## config.mk

```make
export PLATFORM = sky130hd
export DESIGN_NAME = rs232_rx
export DESIGN_NICKNAME = d
export VERILOG_FILES = /design/src/rtl/rs232_pkg.sv /design/src/rtl/rs232_baud_tick.sv /design/src/rtl/rs232_rx.sv
export SDC_FILE = /design/constraint.sdc
export NUM_CORES = 1
export LEC_CHECK = 0
export CAP_MARGIN = 0
export CORE_ASPECT_RATIO = 0.75
export CORE_UTILIZATION = 40
export CTS_BUF_LIST = sky130_fd_sc_hd__clkbuf_8
export DETAILED_ROUTE_END_ITERATION = 16
export HOLD_SLACK_MARGIN = 0.15
export SLEW_MARGIN = 30
export SYNTH_ARGS = -nofsm -noshare
export SYNTH_HDL_FRONTEND = slang
export SYNTH_SLANG_ARGS = --single-unit
```

## constraint.sdc

```tcl
create_clock -name clk -period 2.4 [get_ports clk]
set_input_delay 0.48 -clock clk [delete_from_list [all_inputs] [get_ports clk]]
set_output_delay 0.48 -clock clk [all_outputs]
set_load 0.01 [all_outputs]
```

## src/rtl/rs232_pkg.sv

```systemverilog
// Shared types and helpers for the RS-232 receiver and the baud tick divider.
// RS232_RX_PARITY_EN adds the PAR state for the even-parity build.
package rs232_pkg;

`ifdef RS232_RX_PARITY_EN
    typedef enum logic [2:0] {IDLE, START, DATA, PAR, STOP, BRK} rx_state_e;
`else
    typedef enum logic [2:0] {IDLE, START, DATA, STOP, BRK} rx_state_e;
`endif

    localparam int unsigned OVS_SAMPLE_LO  = 7;
    localparam int unsigned OVS_SAMPLE_MID = 8;
    localparam int unsigned OVS_SAMPLE_HI  = 9;

    // Rounded clock divider for the oversampling tick.
    function automatic int unsigned baud_div(input int unsigned clk_hz,
                                             input int unsigned baud,
                                             input int unsigned ovs);
        int unsigned den;
        den = baud * ovs;
        return (clk_hz + den / 2) / den;
    endfunction

endpackage

```

## src/rtl/rs232_baud_tick.sv

```systemverilog
// Free-running divider producing a one-cycle tick every DIV clocks.
// Synchronous clear parks the counter at 0 so the tick phase follows the release.
module rs232_baud_tick #(
    parameter int unsigned DIV = 26
) (
    input  logic clk,
    input  logic reset,
    input  logic clr,
    output logic tick
);
    localparam int unsigned CW = (DIV > 1) ? $clog2(DIV) : 1;
    localparam logic [CW-1:0] DIV_M1 = CW'(DIV - 1);

    logic [CW-1:0] cnt;

    always_ff @(posedge clk or posedge reset) begin
        if (reset) begin
            cnt  <= '0;
            tick <= 1'b0;
        end else if (clr) begin
            cnt  <= '0;
            tick <= 1'b0;
        end else if (cnt == DIV_M1) begin
            cnt  <= '0;
            tick <= 1'b1;
        end else begin
            cnt  <= cnt + CW'(1);
            tick <= 1'b0;
        end
    end

endmodule

```

## src/rtl/rs232_rx.sv

```systemverilog
// 8N1 RS-232 receiver with 16x oversampling, majority vote and a valid/ready holding register.
// Define RS232_RX_PARITY_EN for 8E1 framing with a parity_err output.
module rs232_rx
    import rs232_pkg::*;
#(
    parameter int unsigned CLK_HZ = 48000000,
    parameter int unsigned BAUD   = 115200,
    parameter int unsigned OVS    = 16
) (
    input  logic       clk,
    input  logic       reset,
    input  logic       rx,
    output logic [7:0] rx_data,
    output logic       rx_valid,
    input  logic       rx_ready,
    output logic       framing_err,
    output logic       overrun_err,
`ifdef RS232_RX_PARITY_EN
    output logic       parity_err,
`endif
    output logic       break_det
);
    localparam int unsigned DIV = baud_div(CLK_HZ, BAUD, OVS);

    rx_state_e   state, state_n;
    logic [1:0]  sync;
    logic        rxs;
    logic        tick, div_clr;
    logic [3:0]  scnt, scnt_n, scnt_inc;
    logic [2:0]  bit_idx, bit_n;
    logic [7:0]  shift, shift_n;
    logic [1:0]  smp, smp_n;
    logic [7:0]  data_n;
    logic        valid_n, fe_n, oe_n, brk_n;
    logic        vote, at_lo, at_mid, at_hi, at_wrap;
`ifdef RS232_RX_PARITY_EN
    logic        par_bad, par_bad_n, pe_n;
`endif

    assign rxs     = sync[1];
    assign div_clr = (state == IDLE);

    rs232_baud_tick #(.DIV(DIV)) u_tick (
        .clk   (clk),
        .reset (reset),
        .clr   (div_clr),
        .tick  (tick)
    );

    // Sample-point strobes fire on the tick that moves scnt onto that position.
    assign scnt_inc = scnt + 4'd1;
    assign at_lo    = tick && (scnt_inc == 4'(OVS_SAMPLE_LO));
    assign at_mid   = tick && (scnt_inc == 4'(OVS_SAMPLE_MID));
    assign at_hi    = tick && (scnt_inc == 4'(OVS_SAMPLE_HI));
    assign at_wrap  = tick && (scnt == 4'd15);
    assign vote     = (smp[0] & smp[1]) | (smp[0] & rxs) | (smp[1] & rxs);

    always_ff @(posedge clk or posedge reset) begin
        if (reset) begin
            sync        <= 2'b11;
            state       <= IDLE;
            scnt        <= '0;
            bit_idx     <= '0;
            shift       <= '0;
            smp         <= '0;
            rx_data     <= '0;
            rx_valid    <= 1'b0;
            framing_err <= 1'b0;
            overrun_err <= 1'b0;
            break_det   <= 1'b0;
`ifdef RS232_RX_PARITY_EN
            par_bad     <= 1'b0;
            parity_err  <= 1'b0;
`endif
        end else begin
            sync        <= {sync[0], rx};
            state       <= state_n;
            scnt        <= scnt_n;
            bit_idx     <= bit_n;
            shift       <= shift_n;
            smp         <= smp_n;
            rx_data     <= data_n;
            rx_valid    <= valid_n;
            framing_err <= fe_n;
            overrun_err <= oe_n;
            break_det   <= brk_n;
`ifdef RS232_RX_PARITY_EN
            par_bad     <= par_bad_n;
            parity_err  <= pe_n;
`endif
        end
    end

    always_comb begin
        state_n = state;
        scnt_n  = scnt;
        bit_n   = bit_idx;
        shift_n = shift;
        smp_n   = smp;
        data_n  = rx_data;
        valid_n = rx_valid;
        fe_n    = 1'b0;
        oe_n    = 1'b0;
        brk_n   = break_det;
`ifdef RS232_RX_PARITY_EN
        par_bad_n = par_bad;
        pe_n      = 1'b0;
`endif
        if (tick) scnt_n = scnt_inc;
        if (at_lo) smp_n[0] = rxs;
        if (at_mid) smp_n[1] = rxs;
        if (rx_valid && rx_ready) valid_n = 1'b0;

        case (state)
            IDLE: begin
                scnt_n = '0;
                if (!rxs) state_n = START;
            end
            START: begin
                if (at_hi && vote) begin
                    state_n = IDLE;
                end else if (at_wrap) begin
                    state_n = DATA;
                    bit_n   = '0;
                end
            end
            DATA: begin
                if (at_hi) shift_n = {vote, shift[7:1]};
                if (at_wrap) begin
                    bit_n = bit_idx + 3'd1;
`ifdef RS232_RX_PARITY_EN
                    if (bit_idx == 3'd7) state_n = PAR;
`else
                    if (bit_idx == 3'd7) state_n = STOP;
`endif
                end
            end
`ifdef RS232_RX_PARITY_EN
            PAR: begin
                if (at_hi) par_bad_n = vote ^ (^shift);
                if (at_wrap) state_n = STOP;
            end
`endif
            STOP: begin
                // Decide at mid stop bit; the tail of the bit is slack for clock error.
                if (at_hi) begin
                    if (vote) begin
                        state_n = IDLE;
`ifdef RS232_RX_PARITY_EN
                        if (par_bad) pe_n = 1'b1;
                        else
`endif
                        if (!rx_valid || rx_ready) begin
                            data_n  = shift;
                            valid_n = 1'b1;
                        end else begin
                            oe_n = 1'b1;
                        end
                    end else begin
                        state_n = BRK;
                        scnt_n  = '0;
`ifdef RS232_RX_PARITY_EN
                        pe_n = par_bad;
                        if (shift == 8'h00 && !par_bad) brk_n = 1'b1;
`else
                        if (shift == 8'h00) brk_n = 1'b1;
`endif
                        else fe_n = 1'b1;
                    end
                end
            end
            BRK: begin
                // scnt counts consecutive high ticks; any low tick restarts the count.
                if (tick) begin
                    if (!rxs) begin
                        scnt_n = '0;
                    end else if (scnt == 4'd15) begin
                        state_n = IDLE;
                        brk_n   = 1'b0;
                    end
                end
            end
            default: state_n = IDLE;
        endcase
    end

endmodule

```

After elaboration in Yosys (flattened, before gate mapping)

Index checks and enable logic that the tools add are counted.

Equal/unequal tests: 22
Reductions and logical operators: 17
Multiplexer cells: 45
Bitwise gates (word level): 5
Add/subtract/negate cells: 3

Operators by type and width:

| operator                                       | count |
|---|---|
| two-way mux 3 bit                              | 13 |
| two-way mux 1 bit                              | 21 |
| two-way mux 4 bit                              | 5 |
| inequality test 2 bit (second input constant)  | 10 |
| case mux 3 bit (5 select lines)                | 1 |
| == test 4 bit (second input constant)          | 3 |
| case mux 4 bit (3 select lines)                | 1 |
| two-way mux 5 bit                              | 2 |
| zero test 8 bit                                | 1 |
| AND reduction 4 bit                            | 2 |
| AND reduction 8 bit                            | 1 |
| AND reduction 7 bit                            | 1 |
| == test 3 x 2 -> 1 bit (second input constant) | 2 |
| == test 3 bit (second input constant)          | 2 |
| logical AND 1 bit                              | 6 |
| case mux 3 bit (2 select lines)                | 1 |
| adder 5 x 1 -> 5 bit (second input constant)   | 1 |
| == test 5 bit (second input constant)          | 1 |
| adder 4 x 1 -> 4 bit (second input constant)   | 1 |
| == test 4 x 3 -> 1 bit (second input constant) | 1 |
| nonzero test 2 bit                             | 2 |
| adder 3 x 1 -> 3 bit (second input constant)   | 1 |
| bitwise AND 1 bit                              | 3 |
| == test 3 x 1 -> 1 bit (second input constant) | 1 |
| 8 further kinds                                | 9 |

Input bits: 4
Output and inout port bits: 12
Word-level logic and storage cells: 106
Register bits after elaboration: 40

Logic depth before layout (Yosys ltp)

Gate-level depths: netlist (run 1).

Depth after elaboration: 6
Mapped depth: 8
Gate-level depth less buffers: 8

By module

From an unflattened synthesis (run 1), not the netlist that was laid out.

Cells, all modules: 172
Area total of the unflattened synthesis: 1,974.4 sq um

By module, submodules not included:

| module          | times used | seq. area each (sq um) | cells an instance | area each (sq um) |
|---|---|---|---|---|
| rs232_rx        | 1          | 853.3                  | 147               | 1,670.4 |
| rs232_baud_tick | 1          | 150.1                  | 25                | 304.0 |

Worst setup path after synthesis (run 1)

OpenSTA, ideal clock, no wires.

Path kind: reg2reg
From: reg scnt[0]
To: reg shift[0]
Setup slack: 399 ps
Data arrival time: 1,876 ps
Period minus slack after synthesis: 2,001 ps
Buffers on the path: 1
Stages on the path, launching flop included: 8
Setup time: 125 ps
Path through: dfrtp_1 -> ha_1 -> and2_4 -> a21o_1 -> a41o_4 -> and2_4 -> buf_6 -> mux2_4

Cells in the longest elaborated chain, start to end: 4

Ends and longest elaborated chain:

| what                          | RTL line       | source |
|---|---|---|
| from (decl)                   | rs232_rx.sv:29 | `logic [3:0] scnt, scnt_n, scnt_inc;` |
| from (signal assigned)        | rs232_rx.sv:78 | `scnt <= scnt_n;` |
| adder 4 x 1 -> 4 bit          | rs232_rx.sv:51 | `assign scnt_inc = scnt + 4'd1;` |
| == test 4 bit                 | rs232_rx.sv:54 | `assign at_hi = tick && (scnt_inc == 4'(OVS_SAMPLE_HI));` |
| logical AND 1 bit             | rs232_rx.sv:54 |  |
| AND reduction 2 bit (no line) | --             |  |
| to (signal assigned)          | rs232_rx.sv:80 | `shift <= shift_n;` |
| to (decl)                     | rs232_rx.sv:31 | `logic [7:0] shift, shift_n;` |

No other way between the ends.
A chain may end at the register's enable or synchronous reset.

Worst setup path after layout (run 1)

From: reg scnt[1]
To: reg rx_data[5]

Cells in the longest elaborated chain, start to end: 4

Ends and longest elaborated chain:

| what                          | RTL line       | source |
|---|---|---|
| adder 4 x 1 -> 4 bit          | rs232_rx.sv:51 |  |
| == test 4 bit                 | rs232_rx.sv:54 |  |
| logical AND 1 bit             | rs232_rx.sv:54 |  |
| AND reduction 4 bit (no line) | --             |  |
| to (signal assigned)          | rs232_rx.sv:82 | `rx_data <= data_n;` |
| to (decl)                     | rs232_rx.sv:13 | `output logic [7:0] rx_data,` |

No other way between the ends.

==> flow_metrics.env, run 1 <==
export IMPL_cts_buffers=5
export IMPL_ys_seq_area_frac=0.521
export IMPL_synth_edf_count=0
export IMPL_cts_path_max_buffers=2
export IMPL_grt_pass1_vias=1099
export IMPL_critPathKind="flop to flop"
export IMPL_n_fill_cell=407
export IMPL_fmax_mhz=473
export IMPL_cts_tree="done"
export IMPL_layout_worst_path_cycle_share=0.881
export IMPL_wl_um=3200
export IMPL_antenna_found_initial=0
export IMPL_hpwl_um=2400
export IMPL_tns_ns=0
export IMPL_grt_start_max_net_pins=17
export IMPL_ir_drop_mv=0.480
export IMPL_dieArea_sq_um=5100
export IMPL_fin_area_sq_um=2260
export IMPL_syn_nets=172
export IMPL_rsz0062_at_grt="no"
export IMPL_ant_nets=0
export IMPL_finalHoldViolCount=0
export IMPL_skew_ns=0.0106
export IMPL_drv_cap=0
export IMPL_grt_pass1_wl_um=5250
export IMPL_reg2reg_slack_ns=0.28
export IMPL_fin_util=0.496
export IMPL_path_clk_slew_ns=0.08
export IMPL_track_usage=0.144
export IMPL_overflow=0
export IMPL_viasPerCell=5.05
export IMPL_syn_avg_cell_area_sq_um=12.0
export IMPL_clock_sinks=40
export IMPL_outcome="complete, no violations"
export IMPL_cp_arrival_ns=2.29
export IMPL_syn_inst=160
export IMPL_cellPowerDensity_nw_per_um2=564
export IMPL_slew_viol_final=0
export IMPL_synth_ff_type="dfrtp_1"
export IMPL_synth_cell_area_sq_um=1920
export IMPL_fin_nets=191
export IMPL_drtIter0Drc=61
export IMPL_diodes=0
export IMPL_dieWidth_um=82.1
export IMPL_critPathMaxFanout=8
export IMPL_cp_required_ns=2.58
export IMPL_ys_async_sr_fraction=1.00
export IMPL_yosysUniqueCellTypes=46
export IMPL_wl_per_cell_um=13.5
export IMPL_cts_hold_buf=0
export IMPL_slew_headroom=0.677
export IMPL_postCtsSetupRepairBufs=0
export IMPL_final_min_clock_period_ns=2.12
export IMPL_ios=16
export IMPL_finalWorstSetupSlack_ns=0.285
export IMPL_start_kind="flop"
export IMPL_start_util=0.423
export IMPL_vias=1198
export IMPL_cts_root_buf="clkbuf_8"
export IMPL_synth_seq_cells=40
export IMPL_setup_viol=0
export IMPL_r2r_cells=6
export IMPL_core_area_sq_um=4550
export IMPL_hold_path_class="flop to flop"
export IMPL_placed_area_sq_um=2130
export IMPL_rows=21
export IMPL_hold_depth=0
export IMPL_tightest_slew_ns=0.484
export IMPL_leakage_nw=1.07
export IMPL_drtPass1Iterations=4
export IMPL_io_buffer_count=15
export IMPL_cts_max_level=2
export IMPL_dp_cells=229
export IMPL_die_h_um=62.1
export IMPL_end_kind="flop"
export IMPL_drive_gt1_frac=0.222
export IMPL_yosysWarnings=0
export IMPL_finalNonFillerCells=237
export IMPL_cts_resized_gates=0
export IMPL_clkLatencyLatePin_ns=0.29
export IMPL_drc=0
export IMPL_place_ws_ns=0.286
export IMPL_gp_congestion=0.807
export IMPL_syn_to_final_growth_pct=17.2
registers in the layout, summed over array words and instances, names as in the netlist, 2 cells and up:
signal      cells
sync            2
shift           8
u_tick.cnt      5
smp             2
rx_data         8
scnt            4
bit_idx         3
state           3
cells in the final DEF, fill, tap and decap left out, drive strengths merged, types with 2 or more instances in the layout:
| cell | n |
|---|---|
| nor3 | 2 |
| mux2 | 20 |
| nor4 | 3 |
| nor3b | 2 |
| nor2 | 17 |
| nand3 | 5 |
| inv | 5 |
| nand2b | 3 |
| nand2 | 12 |
| a22o | 2 |
| dfrtp | 38 |
| dfstp | 2 |
| nand4 | 2 |
| clkbuf | 6 |
| a21oi | 3 |
| o21ai | 4 |
| xor2 | 5 |
| clkdlybuf4s50 | 15 |
| xnor2 | 2 |
| ha | 8 |
| buf | 3 |
| and2 | 3 |
metrics by stage:
step	hold WS (ns)	total power, mW
3_5_place_dp	0.349	0.714
6_report	0.360	1.27
3_3_place_gp	0.346	0.713
2_1_floorplan	0.345	0.702
5_1_grt	0.363	1.33
4_1_cts	0.361	1.29
Yosys cell counts, types with 3 or more instances:
cell type,number,area share
xor2_1,5,0.023
inv_1,5,0.0098
clkbuf_1,3,0.0059
nand2_1,12,0.023
nand3_1,5,0.013
o21ai_0,3,0.0078
ha_1,8,0.052
nor4_1,3,0.0098
mux2_2,10,0.059
nor2_1,17,0.033
nand2b_1,3,0.0098
dfrtp_1,38,0.49
mux2_4,8,0.062
power by group:
part	internal [mW]	switching, mW
Clock	0.340	0.233
Sequential	0.676	0.00169
Combinational	0.00724	0.0137
final timing paths:
kind,start,end
max reg2reg,scnt[1],rx_data[5]
max,scnt[1],rx_data[5]
max in group asynchronous,reset,shift[3]
min,sync[0],sync[1]
min reg2reg,sync[0],sync[1]
min in group asynchronous,reset,u_tick.cnt[0]
logic make-up (layout without fill, tap and decap cells):
group / after synthesis / after routing / share of synthesized area
AO/OA/AOI/OAI: 19 / 19 / 0.0845
XOR/XNOR: 7 / 7 / 0.0319
adder cells (fa/ha/maj): 9 / 9 / 0.0572
buffers and inverters: 11 / 31 / 0.0273
flip-flops: 40 / 40 / 0.521
multiplexers: 21 / 21 / 0.138
AND/OR/NAND/NOR: 53 / 53 / 0.140
layer usage:
metal | routed length, um | part of all wire | global-route usage
met5 | 0 | 0 | 0
met4 | 38 | 0.012 | 0.0602
met3 | 108 | 0.034 | 0.0438
met2 | 1320 | 0.41 | 0.185
met1 | 1730 | 0.54 | 0.219
cell type report:
class / count / area [sq um] / share of cell area
repair buffers: 18 / 173 / 0.0765
well taps: 57 / 71.3 / 0.0316
clock inverters: 2 / 38.8 / 0.0172
inverters: 5 / 18.8 / 0.00832
multi-input cells: 109 / 868 / 0.385
flip-flops and latches: 40 / 1000 / 0.445
clock buffers: 6 / 82.6 / 0.0366
worst max-delay path, cell delays in order (launching register included):
cell and delay [ns]:
dfrtp_1 0.45, ha_1 0.27, and2_4 0.16, a21o_1 0.19, a41o_4 0.31, nand4_2 0.23, mux2_2 0.37
Power figures use the tool's default switching activity.
==> inputs of run 2 (changes only) <==
--- a/config.mk
+++ b/config.mk
@@ -5,6 +5,7 @@
 export SDC_FILE = /design/constraint.sdc
 export NUM_CORES = 1
 export LEC_CHECK = 0
+export ABC_AREA = 1
 export CAP_MARGIN = 0
 export CORE_ASPECT_RATIO = 0.75
 export CORE_UTILIZATION = 40
==> flow_metrics.env, run 2 <==
export IMPL_synth_top_area_cell="dfrtp_1"
export IMPL_fmax_mhz=540
export IMPL_overflow=0
export IMPL_reg2reg_slack_ns=0.55
export IMPL_cellPowerDensity_nw_per_um2=507
export IMPL_hold_depth=0
export IMPL_synth_simple_area_share=0.333
export IMPL_start_util=0.422
export IMPL_clock_sinks=40
export IMPL_fin_nets=275
export IMPL_synth_commonest_cells="74 x nand2_1, 38 x dfrtp_1, 25 x inv_1"
export IMPL_grt_start_max_net_pins=41
export IMPL_synthAdderAreaFrac=0.0479
export IMPL_vias=1513
export IMPL_cts_max_level=2
export IMPL_yosysTopAreaCellShare=0.455
export IMPL_cts_root_buf="clkbuf_8"
export IMPL_wl_per_cell_um=11.3
export IMPL_syn_nets=254
export IMPL_syn_to_final_growth_pct=15.5
export IMPL_r2r_start="scnt[0]"
export IMPL_worst_path_max_delay_cell="dfrtp_1"
export IMPL_rows=22
export IMPL_synth_most_common_cell="nand2_1"
export IMPL_synth_top_family_by_area="simple AND/OR/NAND/NOR gates"
export IMPL_finalWorstSetupSlack_ns=0.547
export IMPL_clockPowerShare=0.430
export IMPL_power_switching_mw=0.238
export IMPL_worstHoldStart="sync[0]"
export IMPL_reg_top3="rx_data: 8 flops, shift: 8 flops, u_tick.cnt: 5 flops"
export IMPL_antenna_found_initial=0
export IMPL_final_cell_mix="74 x nand2_1, 38 x dfrtp_1, 26 x inv_1, 20 x nor2_1, 16 x nand3_1"
export IMPL_io_buffer_count=15
export IMPL_dieWidth_um=85.5
export IMPL_intPower_mw=0.986
export IMPL_finalNonFillerCells=324
export IMPL_syn_avg_cell_area_sq_um=8.64
export IMPL_cp_arrival_ns=2.02
export IMPL_cp_required_ns=2.57
export IMPL_cts_resized_gates=0
export IMPL_leakage_nw=1.27
export IMPL_synth_edf_count=0
export IMPL_end_kind="flop"
export IMPL_skew_ns=0.00746
export IMPL_outcome="complete, no violations"
export IMPL_ys_async_sr_fraction=1.00
export IMPL_ys_seq_area_frac=0.480
export IMPL_yosysUniqueCellTypes=33
export IMPL_seqPwrFrac=0.554
export IMPL_cts_buffers=5
export IMPL_critPathMaxFanout=11
export IMPL_drtPass1Iterations=4
export IMPL_viasPerCell=4.67
export IMPL_synthXorXnorAreaFrac=0.0126
export IMPL_synth_area_mux_share=0
export IMPL_r2r_cells=9
export IMPL_slew_viol_final=0
export IMPL_drtIter0Drc=95
export IMPL_cts_hold_buf=0
export IMPL_ant_nets=0
export IMPL_hpwl_um=2730
export IMPL_gp_congestion=0.770
export IMPL_min_to="sync[1]"
export IMPL_synth_ff_type="dfrtp_1"
export IMPL_layout_worst_path_cycle_share=0.772
export IMPL_clkLatencyLatePin_ns=0.29
export IMPL_synth_compound_area_frac=0.0628
export IMPL_yosysWarnings=0
export IMPL_finalHoldViolCount=0
export IMPL_timing_rr_end="rx_data[7]"
export IMPL_synth_seq_cells=40
export IMPL_cts_tree="done"
export IMPL_drive_gt1_frac=0.148
export IMPL_syn_inst=242
export IMPL_cts_path_max_buffers=2
export IMPL_postCtsSetupRepairBufs=0
export IMPL_p_sw_frac=0.194
export IMPL_start_kind="flop"
export IMPL_hold_path_class="flop to flop"
export IMPL_final_min_clock_period_ns=1.85
export IMPL_crit_path_start="scnt[0]"
export IMPL_wl_um=3650
export IMPL_tightest_slew_ns=0.494
export IMPL_drc=0
export IMPL_ir_drop_mv=0.221
export IMPL_critPathKind="flop to flop"
export IMPL_rsz0062_at_grt="no"
export IMPL_cp_cell_sequence="ha_1 -> inv_1 -> nand2_1 -> nand2_2 -> nand3_4 -> nor2_8 -> nand4_2 -> nand2_1 -> o21ai_2"
export IMPL_diodes=0
export IMPL_place_ws_ns=0.554
export IMPL_grt_pass1_vias=1424
export IMPL_grt_pass1_wl_um=6680
export IMPL_ios=16
export IMPL_synth_area_leaders="dfrtp_1 45%, nand2_1 13%, ha_1 4.8%, inv_1 4.5%, nand3_1 3.8%"
export IMPL_setup_viol=0
export IMPL_p_total_mw=1.22
export IMPL_drv_cap=0
export IMPL_tns_ns=0
export IMPL_track_usage=0.154
export IMPL_slew_headroom=0.671
export IMPL_mostFrequentLayoutCell="nand2_1"
export IMPL_dieArea_sq_um=5520
export IMPL_combPwrFrac=0.016
export IMPL_dp_cells=316
export IMPL_fin_util=0.487
export IMPL_max_stage_delay_ns=0.46
export IMPL_cp_common_cell="nand2_1"
export IMPL_path_clk_slew_ns=0.07
export IMPL_synth_cell_area_sq_um=2090
export IMPL_die_h_um=64.6
export IMPL_core_area_sq_um=4950
## run 2: power by group through the flow
stage	sequential (mW)	clock [mW]	combinational (mW)
3_3_place_gp	0.692	0	0.0212
2_1_floorplan	0.691	0	0.0104
3_5_place_dp	0.692	0	0.0213
4_1_cts	0.678	0.550	0.0212
5_1_grt	0.678	0.580	0.0236
6_report	0.678	0.526	0.0196
## run 2: cells by family after synthesis
logic type / Yosys count
buffers and inverters: 31
xor gates and xnor gates: 3
DFF: 40
and+or+nand+nor: 138
adders and majority gates: 8
AOI/OAI and AO/OA: 22
## run 2: layout make-up
cell class / instances / area [sq um]
fill: 471 / 2540
sequential: 40 / 1000
multi-input combinational: 171 / 955
timing repair buffer: 16 / 158
inverter: 29 / 116
tap: 60 / 75.1
clock buffer: 5 / 68.8
clock inverter: 3 / 38.8
## run 2: critical path, delay by kind of cell (launching register included)
kind            cells  cell delay (ns)
flops               1             0.46
compound gates      1             0.06
buf+inv             1             0.07
simple gates        6             0.88
fa+ha+maj           1             0.26
## run 2: worst max path at each step
stage	to	slack [ns]	depth (start not counted)
global placement	rx_data[7]	0.62	9
floorplan	shift[6]	0.83	11
detailed placement	rx_data[7]	0.55	9
finish	rx_data[7]	0.55	9
global route	rx_data[5]	0.40	9
CTS	rx_data[7]	0.54	9
## run 2: through the flow
| stage | hold WS, ns | instance area (sq um) |
|---|---|---|
| final | 0.356 | 2410 |
| after global routing | 0.359 | 2410 |
| after CTS | 0.358 | 2410 |
| after detailed placement | 0.347 | 2310 |
| after global placement | 0.346 | 2310 |
| after floorplan | 0.345 | 2090 |
## run 2: metal layers
layer,GRT usage,vias to the layer above,share of wire,wire length [um]
met2,0.211,22,0.39,1430
met3,0.0459,6,0.033,119
met5,0,-,0,0
li1,-,808,-,-
met4,0.0458,0,0.011,40
met1,0.232,677,0.56,2060
==> inputs of run 3 (changes only) <==
==> constraint.sdc (replaced) <==
create_clock -name clk -period 1.88 [get_ports clk]
set_input_delay 0.376 -clock clk [delete_from_list [all_inputs] [get_ports clk]]
set_output_delay 0.376 -clock clk [all_outputs]
set_load 0.01 [all_outputs]
==> flow_metrics.env, run 3 (synthesis results as in run 2) <==
export IMPL_outcome="complete, no violations"
export IMPL_setup_viol=0
export IMPL_dieArea_sq_um=5520
export IMPL_slew_headroom=0.706
export IMPL_cts_tree="done"
export IMPL_leakage_nw=1.28
export IMPL_core_area_sq_um=4950
export IMPL_clkLatencyLatePin_ns=0.29
export IMPL_start_kind="flop"
export IMPL_cts_root_buf="clkbuf_8"
export IMPL_reg_top3="rx_data: 8 flops, shift: 8 flops, u_tick.cnt: 5 flops"
export IMPL_tns_ns=0
export IMPL_diodes=0
export IMPL_power_switching_mw=0.315
export IMPL_drive_gt1_frac=0.161
export IMPL_wl_per_cell_um=11.3
export IMPL_die_h_um=64.6
export IMPL_fmax_mhz=594
export IMPL_wl_um=3710
export IMPL_cp_required_ns=2.06
export IMPL_fin_nets=278
export IMPL_clockPowerShare=0.433
export IMPL_combPwrFrac=0.019
export IMPL_cts_max_level=2
export IMPL_ios=16
export IMPL_grt_pass1_vias=1381
export IMPL_cellPowerDensity_nw_per_um2=642
export IMPL_cts_path_max_buffers=2
export IMPL_final_cell_mix="74 x nand2_1, 37 x dfrtp_1, 26 x inv_1, 20 x nor2_1, 16 x nand3_1"
export IMPL_finalWorstSetupSlack_ns=0.197
export IMPL_syn_to_final_growth_pct=17.7
export IMPL_postCtsSetupRepairBufs=0
export IMPL_finalHoldViolCount=0
export IMPL_clock_sinks=40
export IMPL_drv_cap=0
export IMPL_fin_area_sq_um=2460
export IMPL_drtIter0Drc=161
export IMPL_skew_ns=0.00444
export IMPL_end_kind="flop"
export IMPL_viasPerCell=4.80
export IMPL_p_sw_frac=0.200
export IMPL_cts_buffers=5
export IMPL_slew_viol_final=0
export IMPL_rsz0062_at_grt="no"
export IMPL_critPathMaxFanout=4
export IMPL_cp_arrival_ns=1.86
export IMPL_mostFrequentLayoutCell="nand2_1"
export IMPL_hold_path_class="flop to flop"
export IMPL_track_usage=0.152
export IMPL_layout_worst_path_cycle_share=0.895
export IMPL_grt_start_max_net_pins=23
export IMPL_overflow=0
export IMPL_seqPwrFrac=0.548
export IMPL_reg2reg_slack_ns=0.20
export IMPL_start_util=0.422
export IMPL_critPathKind="flop to flop"
export IMPL_antenna_found_initial=0
export IMPL_drtPass1Iterations=4
export IMPL_grt_pass1_wl_um=6510
export IMPL_dieWidth_um=85.5
export IMPL_placed_area_sq_um=2340
export IMPL_place_ws_ns=0.0649
export IMPL_gp_congestion=0.824
export IMPL_hpwl_um=2890
export IMPL_drc=0
export IMPL_vias=1571
export IMPL_io_buffer_count=15
export IMPL_intPower_mw=1.26
export IMPL_path_clk_slew_ns=0.08
export IMPL_tightest_slew_ns=0.437
export IMPL_final_min_clock_period_ns=1.68
export IMPL_ir_drop_mv=0.440
export IMPL_ant_nets=0
export IMPL_rows=22
-- run 3: power groups by stage --
stage	Clock (mW)	Sequential [mW]	Combinational [mW]
floorplan	0	0.882	0.0133
global placement	0	0.882	0.0313
detailed placement	0	0.882	0.0318
CTS	0.702	0.865	0.0317
global route	0.731	0.866	0.0347
finish	0.683	0.866	0.0298
-- run 3: layer usage --
metal  share of wire  GRT usage  vias up
met5               0          0        -
met4          0.0073     0.0438        0
met3           0.051     0.0382        4
met2            0.40      0.216       34
met1            0.54      0.228      717
li1                -          -      816
-- run 3: worst paths after layout --
check,startpoint,to,cells past startpoint
worst min-delay path,sync[0],sync[1],0
max in group asynchronous,reset,scnt[1],3
min in group asynchronous,reset,state[2],2
worst min register to register,sync[0],sync[1],0
worst max-delay path,scnt[0],state[2],10
worst max register to register,scnt[0],state[2],10
-- run 3: area by class of cell --
class	instances	area, sq um
Clock buffer	5	68.8
Timing Repair Buffer	19	193
Fill cell	489	2490
Clock inverter	3	38.8
Sequential cell	40	1000
Inverter	29	116
Multi-Input combinational cell	171	963
Tap cell	60	75.1
-- run 3: metrics by stage --
| step | util | instances | total power, mW | hold slack [ns] |
|---|---|---|---|---|
| 2_1_floorplan | - | 242 | 0.895 | 0.345 |
| 3_3_place_gp | 0.473 | 319 | 0.914 | 0.347 |
| 3_5_place_dp | 0.473 | 319 | 0.914 | 0.347 |
| 4_1_cts | 0.494 | 327 | 1.60 | 0.358 |
| 5_1_grt | 0.496 | 327 | 1.63 | 0.359 |
| 6_report | 0.496 | 327 | 1.58 | 0.358 |
-- run 3: critical path: stages, from the launching register on --
cell     delay, ns
dfrtp_1       0.41
ha_1          0.20
nand2_1       0.10
nor2_1        0.18
nand2_1       0.15
nand2_1       0.09
nand2_1       0.08
nor2_4        0.16
nand2_2       0.08
nand2_1       0.06
nand2_1       0.05
-- run 3: timing repair --
action                     4_1_cts  5_1_grt
resized for setup                0        2
setup endpoints to repair        0       11
hold buffers                     0        0
